==> src/rtl/ex_operand_stage.sv <==
// ID/EX pipeline register with RAW forwarding and operand selection for the ula.
// Optional feature macro: OPERAND_FORWARD_EN (undefined = no forwarding, operands from register file only).
module ex_operand_stage #(
  parameter int DATA_W     = 32,
  parameter int REG_ADDR_W = 5
) (
  input  logic                  clock,
  input  logic                  reset,
  input  logic                  stall,
  input  logic                  flush,
  input  logic                  id_valid,
  input  logic [DATA_W-1:0]     id_rs_data,
  input  logic [DATA_W-1:0]     id_rt_data,
  input  logic [DATA_W-1:0]     id_imm,
  input  logic [4:0]            id_shamt,
  input  logic [REG_ADDR_W-1:0] id_rs,
  input  logic [REG_ADDR_W-1:0] id_rt,
  input  logic [REG_ADDR_W-1:0] id_rd,
  input  logic [3:0]            id_alu_op,
  input  logic                  id_alu_src_imm,
  input  logic                  id_shift_src_shamt,
  input  logic                  id_reg_write,
  input  logic                  id_dst_rt,
  input  logic                  exmem_reg_write,
  input  logic [REG_ADDR_W-1:0] exmem_rd,
  input  logic [DATA_W-1:0]     exmem_result,
  input  logic                  memwb_reg_write,
  input  logic [REG_ADDR_W-1:0] memwb_rd,
  input  logic [DATA_W-1:0]     memwb_result,
  output logic                  ex_valid,
  output logic [DATA_W-1:0]     alu_in1,
  output logic [DATA_W-1:0]     alu_in2,
  output logic [3:0]            alu_op,
  output logic [DATA_W-1:0]     ex_store_data,
  output logic [REG_ADDR_W-1:0] ex_dest,
  output logic                  ex_reg_write,
  output logic [1:0]            fwd_a_sel,
  output logic [1:0]            fwd_b_sel
);

  localparam logic [1:0] SEL_REG   = 2'd0;
  localparam logic [1:0] SEL_MEMWB = 2'd1;
  localparam logic [1:0] SEL_EXMEM = 2'd2;

  logic                  valid_q;
  logic                  reg_write_q;
  logic                  alu_src_imm_q;
  logic                  shift_src_shamt_q;
  logic [3:0]            alu_op_q;
  logic [4:0]            shamt_q;
  logic [REG_ADDR_W-1:0] rs_q;
  logic [REG_ADDR_W-1:0] rt_q;
  logic [REG_ADDR_W-1:0] dest_q;
  logic [DATA_W-1:0]     rs_data_q;
  logic [DATA_W-1:0]     rt_data_q;
  logic [DATA_W-1:0]     imm_q;

  logic [DATA_W-1:0]     operand_a;
  logic [DATA_W-1:0]     operand_b;
  logic                  is_shift;

  // reset and flush both produce an all-zero bubble; stall simply holds
  always_ff @(posedge clock) begin
    if (reset || flush) begin
      valid_q           <= 1'b0;
      reg_write_q       <= 1'b0;
      alu_src_imm_q     <= 1'b0;
      shift_src_shamt_q <= 1'b0;
      alu_op_q          <= 4'b0000;
      shamt_q           <= 5'd0;
      rs_q              <= '0;
      rt_q              <= '0;
      dest_q            <= '0;
      rs_data_q         <= '0;
      rt_data_q         <= '0;
      imm_q             <= '0;
    end else if (!stall) begin
      valid_q           <= id_valid;
      reg_write_q       <= id_reg_write & id_valid;
      alu_src_imm_q     <= id_alu_src_imm;
      shift_src_shamt_q <= id_shift_src_shamt;
      alu_op_q          <= id_alu_op;
      shamt_q           <= id_shamt;
      rs_q              <= id_rs;
      rt_q              <= id_rt;
      dest_q            <= id_dst_rt ? id_rt : id_rd;
      rs_data_q         <= id_rs_data;
      rt_data_q         <= id_rt_data;
      imm_q             <= id_imm;
    end
  end

`ifdef OPERAND_FORWARD_EN
  // EX/MEM is the younger result, so it is checked first; $0 never forwards
  always_comb begin
    fwd_a_sel = SEL_REG;
    fwd_b_sel = SEL_REG;
    if (exmem_reg_write && (exmem_rd != '0) && (exmem_rd == rs_q))
      fwd_a_sel = SEL_EXMEM;
    else if (memwb_reg_write && (memwb_rd != '0) && (memwb_rd == rs_q))
      fwd_a_sel = SEL_MEMWB;
    if (exmem_reg_write && (exmem_rd != '0) && (exmem_rd == rt_q))
      fwd_b_sel = SEL_EXMEM;
    else if (memwb_reg_write && (memwb_rd != '0) && (memwb_rd == rt_q))
      fwd_b_sel = SEL_MEMWB;
  end
`else
  logic unused_fwd_inputs;
  assign unused_fwd_inputs = ^{exmem_reg_write, exmem_rd, exmem_result,
                               memwb_reg_write, memwb_rd, memwb_result};
  assign fwd_a_sel = SEL_REG;
  assign fwd_b_sel = SEL_REG;
`endif

  always_comb begin
    case (fwd_a_sel)
      SEL_EXMEM: operand_a = exmem_result;
      SEL_MEMWB: operand_a = memwb_result;
      default:   operand_a = rs_data_q;
    endcase
    case (fwd_b_sel)
      SEL_EXMEM: operand_b = exmem_result;
      SEL_MEMWB: operand_b = memwb_result;
      default:   operand_b = rt_data_q;
    endcase
  end

  always_comb begin
    case (alu_op_q)
      4'b0100, 4'b0101, 4'b1101, 4'b1000, 4'b1001, 4'b1010: is_shift = 1'b1;
      default:                                              is_shift = 1'b0;
    endcase
  end

  // the ula always shifts In1 by In2[4:0], so shifts put the rt value on In1
  always_comb begin
    if (is_shift) begin
      alu_in1 = operand_b;
      alu_in2 = shift_src_shamt_q ? {{(DATA_W-5){1'b0}}, shamt_q} : operand_a;
    end else begin
      alu_in1 = operand_a;
      alu_in2 = alu_src_imm_q ? imm_q : operand_b;
    end
  end

  assign alu_op        = alu_op_q;
  assign ex_valid      = valid_q;
  assign ex_reg_write  = reg_write_q;
  assign ex_dest       = dest_q;
  assign ex_store_data = operand_b;

endmodule

==> config.mk <==
export PLATFORM = sky130hd
export DESIGN_NAME = ex_operand_stage
export DESIGN_NICKNAME = d
export VERILOG_FILES = /design/src/rtl/ex_operand_stage.sv
export SDC_FILE = /design/constraint.sdc
export NUM_CORES = 1
export LEC_CHECK = 0
export BUFFER_PORTS_ARGS = -buffer_cell sky130_fd_sc_hd__buf_2
export CAP_MARGIN = 20
export CORE_MARGIN = 2
export CORE_UTILIZATION = 25
export DETAILED_ROUTE_END_ITERATION = 7
export SYNTH_ARGS = -nofsm -noshare
export SYNTH_HDL_FRONTEND = slang
export SYNTH_SLANG_ARGS = --single-unit
==> constraint.sdc <==
create_clock -name clock -period 2.1 [get_ports clock]
set_clock_uncertainty 0.2 [all_clocks]
set_input_delay 0.105 -clock clock [delete_from_list [all_inputs] [get_ports clock]]
set_output_delay 0.105 -clock clock [all_outputs]
set_load 0.1 [all_outputs]
==> reports/results.ini, run 1 <==
[final_layout]
diodes=0
fin_nets=1113
drive_gt1_share_pct=40.0
fin_cells=1199
area_growth_pct=93.1

[drt]
drcViolationCount=0
routed_via_density=4.34
drt_iter0_drc=131
wirelength_um=17700
postRouteAntennaNets=0
first_pass_iters=4
num_vias=5204
wire_per_inst_um=14.7

[placed_design]
port_buffers=230
place_hpwl_um=11100
dp_cells=1015
pre_cts_ws_ps=121
place_congestion=0.765

[power_and_ir_drop]
ir_drop_mv=0.410
p_sw_mw=2.11
clockPowerShare_pct=41.4
leakagePower_nw=4.74
p_seq_share_pct=32.2
p_int_mw=5.01
powerDensity_nw_per_um2=662
switching_share_pct=29.6
power_frac_comb_pct=26.3
power_mw=7.11

[die]
start_util_pct=25.5
fp-row-count=54
ios=316
die-area_sq_um=23500
die_h_um=153
core_area_sq_um=21800
die_w_um=153

[outcome]
violations=negative setup slack
status=finished, violations left

[timing]
fmax_ghz=0.428
hold_viol=0
fin_setup_tns_ps=-12030
relSlewSlack_pct=64.0
rsz0062_at_grt=yes
tightestPinTransition_ps=540
report.final.slew_viol_count=0
finalSetupViolations=64
hold_slack_ps=175
setup_ws_ps=-236
finalCritPeriodShare_pct=111
fin_crit_ps=2340

[hold_path]
hold_path_depth=4
min_path_type=in -> reg

[global_routing]
grt_max_degree=115
grt_pass1_wl_um=28500
grt_pass1_vias=5546
met2_usage_pct=27.9
use_met3_pct=3.80
met1_usage_pct=17.0
overflow=0
top_usage_layer=met2
antenna_found_initial=0
grt.total_usage_pct=15.2

[worst_setup_path]
start_kind=register
reg2reg_depth=3
r2r_setup_slack_ps=650
end_kind=output pin
path_buf_inv=4
worst-setup-path-type=reg -> out
worst-path-stages=7
reg2reg_from=ex_reg_write
r2r-end=ex_reg_write
cp.required_ps=1790
crit_path_end=alu_in1[23]
slowest_stage=dfxtp_4
path_common_cell=buf_12
cpLargestDelayFamily=buffers and inverters
startpoint=alu_op[0]
path_max_fanout=8
arrival_ps=2030
path_cells=mux2i_4, a21oi_4, buf_12, buf_12, buf_12, mux2_4, buf_12
cpPeakStageDelay_ps=350

[synthesis]
ys_seq_elements=114
syn_inst=525
avgSynthCellArea_sq_um=10.6
synth.distinct_cells=18
netlist_area_sq_um=5570
yosysWarnings=0
seq_area_frac_synth_pct=41.0

[run]
cap_violations=0

[clock_network]
clock_tree.root_cell=clkbuf_16
cts_tree=done
clockBufferDepth=2
clk_latency_ps=400
htree_levels=4
cts.sinks=114
numCtsBuffers=17
path_clk_slew_ps=50

flip-flops by register name (all words and copies together), names as in the netlist:
register           count
shift_src_shamt_q      1
alu_op                 4
shamt_q                5
alu_src_imm_q          1
ex_valid               1
rt_data_q             32
ex_dest                5
rs_data_q             32
ex_reg_write           1
imm_q                 32
power groups by stage:
stage	sequential, mW	combinational (mW)	clock (mW)
floorplan	2.51	0.932	0
global placement	2.33	1.59	0
detailed placement	2.34	1.60	0
CTS	2.29	1.87	3.04
global route	2.30	1.96	3.15
finish	2.29	1.87	2.95
layout make-up:
cell class	instances	area, sq um
Fill cell	1923	11100
Tap cell	280	350
Multi-Input combinational cell	370	3440
Timing Repair Buffer	405	4080
Sequential cell	114	2300
Clock buffer	24	482
Clock inverter	6	105
how the worst min path moves through the flow:
stage / start / end / slack (ps)
floorplan: id_alu_op[0] / alu_op[0] / 50
CTS: stall / ex_valid / 150
detailed placement: id_rt_data[2] / rt_data_q[2] / 140
global route: stall / rs_data_q[27] / 170
finish: stall / rs_data_q[25] / 170
global placement: id_imm[3] / imm_q[3] / 130
per-stage QoR:
stage	instance area, sq um	util [%]
after floorplan	6020	-
after global placement	8510	39.0
after detailed placement	8510	39.0
after CTS	10700	49.1
after global routing	10800	49.3
final	10800	49.3
timing repair:
| action | CTS | global route |
|---|---|---|
| setup buffers | 8 | 1 |
| gates cloned | 2 | 0 |
| endpoints found under the setup margin | 63 | 64 |
| hold buffers | 143 | 0 |
| pin swaps | 1 | 1 |
| endpoints found under the hold margin | 114 | 0 |
| gates resized for setup | 13 | 8 |
cell usage in the layout (no fill, tap or decap):
master | Yosys | layout
a21oi_1 | 2 | 1
bufinv_16 | 0 | 3
a22oi_1 | 1 | 1
nand2b_1 | 27 | 27
buf_8 | 0 | 5
clkbuf_8 | 0 | 3
conb_1 | 1 | 4
clkbuf_1 | 8 | 4
dlygate4sd3_1 | 0 | 143
buf_6 | 4 | 3
or2_4 | 0 | 1
mux2i_4 | 0 | 33
a21oi_4 | 0 | 1
dfxtp_2 | 0 | 3
nor3b_2 | 0 | 1
buf_16 | 0 | 2
dfxtp_1 | 114 | 107
clkinv_2 | 0 | 3
buf_2 | 18 | 165
mux2i_1 | 182 | 149
dfxtp_4 | 0 | 4
mux2_2 | 9 | 5
nor2_1 | 114 | 114
clkbuf_16 | 0 | 17
mux2_4 | 28 | 32
buf_12 | 3 | 80
nor2b_1 | 1 | 1
buf_4 | 10 | 7
layer usage:
metal	share of wire, %	vias to the layer above
li1	-	2557
met1	41	2481
met2	53	151
met3	4.7	15
met4	1.5	0
met5	0	-
cell usage after synthesis:
library cell / n / area [sq um]
nor2b_1: 1 / 6.26
or2_2: 1 / 6.26
a21oi_1: 2 / 10.0
dfxtp_1: 114 / 2280
a22oi_1: 1 / 7.51
buf_4: 10 / 75.1
mux2i_1: 182 / 1820
conb_1: 1 / 3.75
buf_12: 3 / 60.1
clkbuf_1: 8 / 30.0
nor3b_1: 1 / 7.51
nand2b_1: 27 / 169
buf_2: 18 / 90.1
buf_6: 4 / 45.0
mux2_2: 9 / 101
nor2_1: 114 / 428
buf_1: 1 / 3.75
mux2_4: 28 / 420
logic make-up (layout without fill, tap and decap cells):
group                  count (synthesis)  in the layout  synth area share [%]
DFF                                  114            114                  41.0
other                                  1              4                0.0674
buffers and inverters                 44            435                  5.46
and+or+nand+nor                      144            144                  11.1
AOI/OAI and AO/OA                      3              3                 0.315
muxes                                219            219                  42.1
worst reg2reg max path, delay by kind of cell, from the launching register on:
family          cells  cell delay [ps]
buf+inv             1              590
flops               1              300
compound gates      1              190
simple gates        1               40
Power figures use the tool's default switching activity.
==> run 2: changes to the inputs <==
==> config.mk (replaced) <==
export PLATFORM = sky130hd
export DESIGN_NAME = ex_operand_stage
export DESIGN_NICKNAME = d
export VERILOG_FILES = /design/src/rtl/ex_operand_stage.sv
export SDC_FILE = /design/constraint.sdc
export NUM_CORES = 1
export LEC_CHECK = 0
export CAP_MARGIN = 20
export CORE_AREA = 2 2 123 125
export DETAILED_ROUTE_END_ITERATION = 7
export DIE_AREA = 0 0 125 127
export DONT_BUFFER_PORTS = 1
export SYNTH_ARGS = -nofsm -noshare
export SYNTH_HDL_FRONTEND = slang
export SYNTH_SLANG_ARGS = --single-unit
==> constraint.sdc (replaced) <==
create_clock -name clock -period 2.6 [get_ports clock]
set_clock_uncertainty 0.2 [all_clocks]
set_input_delay 0.13 -clock clock [delete_from_list [all_inputs] [get_ports clock]]
set_output_delay 0.13 -clock clock [all_outputs]
set_load 0.1 [all_outputs]
==> reports/results.ini, run 2 <==
[outcome]
status=did not finish
lastStage=clock tree synthesis
toolErrorMsg=[ERROR RSZ-0060] Max buffer count reached.

[synthesis]
syn_inst=525
synthFlopType=dfxtp_1
yosysTopAreaCellShare_pct=41.0
ys_seq_elements=114
netlist_area_sq_um=5570
seq_area_frac_synth_pct=41.0
yosysWarnings=0
synth_top_area_cell=dfxtp_1
synth_most_common_cell=mux2i_1
async_flop_share_pct=0
synth_area_leaders=dfxtp_1 (41%), mux2i_1 (33%), nor2_1 (7.7%)
avgSynthCellArea_sq_um=10.6
synth.distinct_cells=18
synth_edf_count=0
synth_commonest_cells=mux2i_1 (182), dfxtp_1 (114), nor2_1 (114), mux2_4 (28), nand2b_1 (27)

[clock_network]
htree_levels=4
numCtsBuffers=17
postCtsHoldBufs=159
cts.sinks=114
ctsResizeCount=0
clockBufferDepth=2
postCtsSetupBuffers=0
clock_tree.root_cell=clkbuf_16

[die]
ios=316
start_util_pct=38.6
die_w_um=125
fp-row-count=44
die_h_um=127

[placed_design]
place_hpwl_um=9700
port_buffers=0
pre_cts_ws_ps=575
place_congestion=0.776

run 2: cell counts after synthesis:
No cell type changed its count.
run 2: cell families after synthesis:
| family | count (synthesis) | synth area share, % |
|---|---|---|
| multiplexers | 219 | 42.1 |
| AND/OR/NAND/NOR | 144 | 11.1 |
| flip-flops | 114 | 41.0 |
| buffers and inverters | 44 | 5.46 |
| AO/OA/AOI/OAI | 3 | 0.315 |
| other | 1 | 0.0674 |
run 2: metrics by stage:
stage,std cells,utilization (%),cell area [sq um],hold WS [ps]
floorplan,528,-,5980,73.8
global placement,754,49.0,7070,74.6
detailed placement,754,49.0,7070,82.7
==> run 3: changes to the inputs <==
--- a/config.mk
+++ b/config.mk
@@ -6,10 +6,11 @@
 export NUM_CORES = 1
 export LEC_CHECK = 0
 export CAP_MARGIN = 20
-export CORE_AREA = 2 2 123 125
+export CORE_MARGIN = 2
+export CORE_UTILIZATION = 40
 export DETAILED_ROUTE_END_ITERATION = 7
-export DIE_AREA = 0 0 125 127
 export DONT_BUFFER_PORTS = 1
+export PLACE_DENSITY_LB_ADDON = 0.15
 export SYNTH_ARGS = -nofsm -noshare
 export SYNTH_HDL_FRONTEND = slang
 export SYNTH_SLANG_ARGS = --single-unit
==> reports/results.ini, run 3 <==
[die]
die_h_um=122
die_w_um=122
start_util_pct=40.6
fp-row-count=43
ios=316

[placed_design]
port_buffers=0
place_hpwl_um=9520
place_congestion=0.703

[clock_network]
clockBufferDepth=2
ctsResizeCount=0
cts.sinks=114
htree_levels=4
postCtsSetupBuffers=0
postCtsHoldBufs=158
numCtsBuffers=17
clock_tree.root_cell=clkbuf_16

[synthesis]
syn_inst=525
avgSynthCellArea_sq_um=10.6
seq_area_frac_synth_pct=41.0
synth_area_leaders=dfxtp_1 (41%), mux2i_1 (33%), nor2_1 (7.7%)
synthFlopType=dfxtp_1
ys_seq_elements=114
netlist_area_sq_um=5570
synth_top_area_cell=dfxtp_1
async_flop_share_pct=0
synth_edf_count=0
synth_commonest_cells=mux2i_1 (182), dfxtp_1 (114), nor2_1 (114), mux2_4 (28), nand2b_1 (27)
yosysTopAreaCellShare_pct=41.0
synth.distinct_cells=18
synth_most_common_cell=mux2i_1
yosysWarnings=0

[outcome]
status=did not finish
lastStage=clock tree synthesis
toolErrorMsg=[ERROR RSZ-0060] Max buffer count reached.

==> run 3: cell counts after synthesis <==
Identical to the previous run, type by type.
==> run 3: cells by family after synthesis <==
group,share of synthesized area [%]
multiplexers,42.1
AO/OA/AOI/OAI,0.315
buffers and inverters,5.46
other,0.0674
AND/OR/NAND/NOR,11.1
flip-flops,41.0
==> run 3: per-stage QoR <==
step	std cells	cell area [sq um]	setup slack (ps)	hold slack (ps)
2_1_floorplan	528	5980	108	73.8
3_3_place_gp	751	7060	584	75.4
3_5_place_dp	751	7060	581	82.3
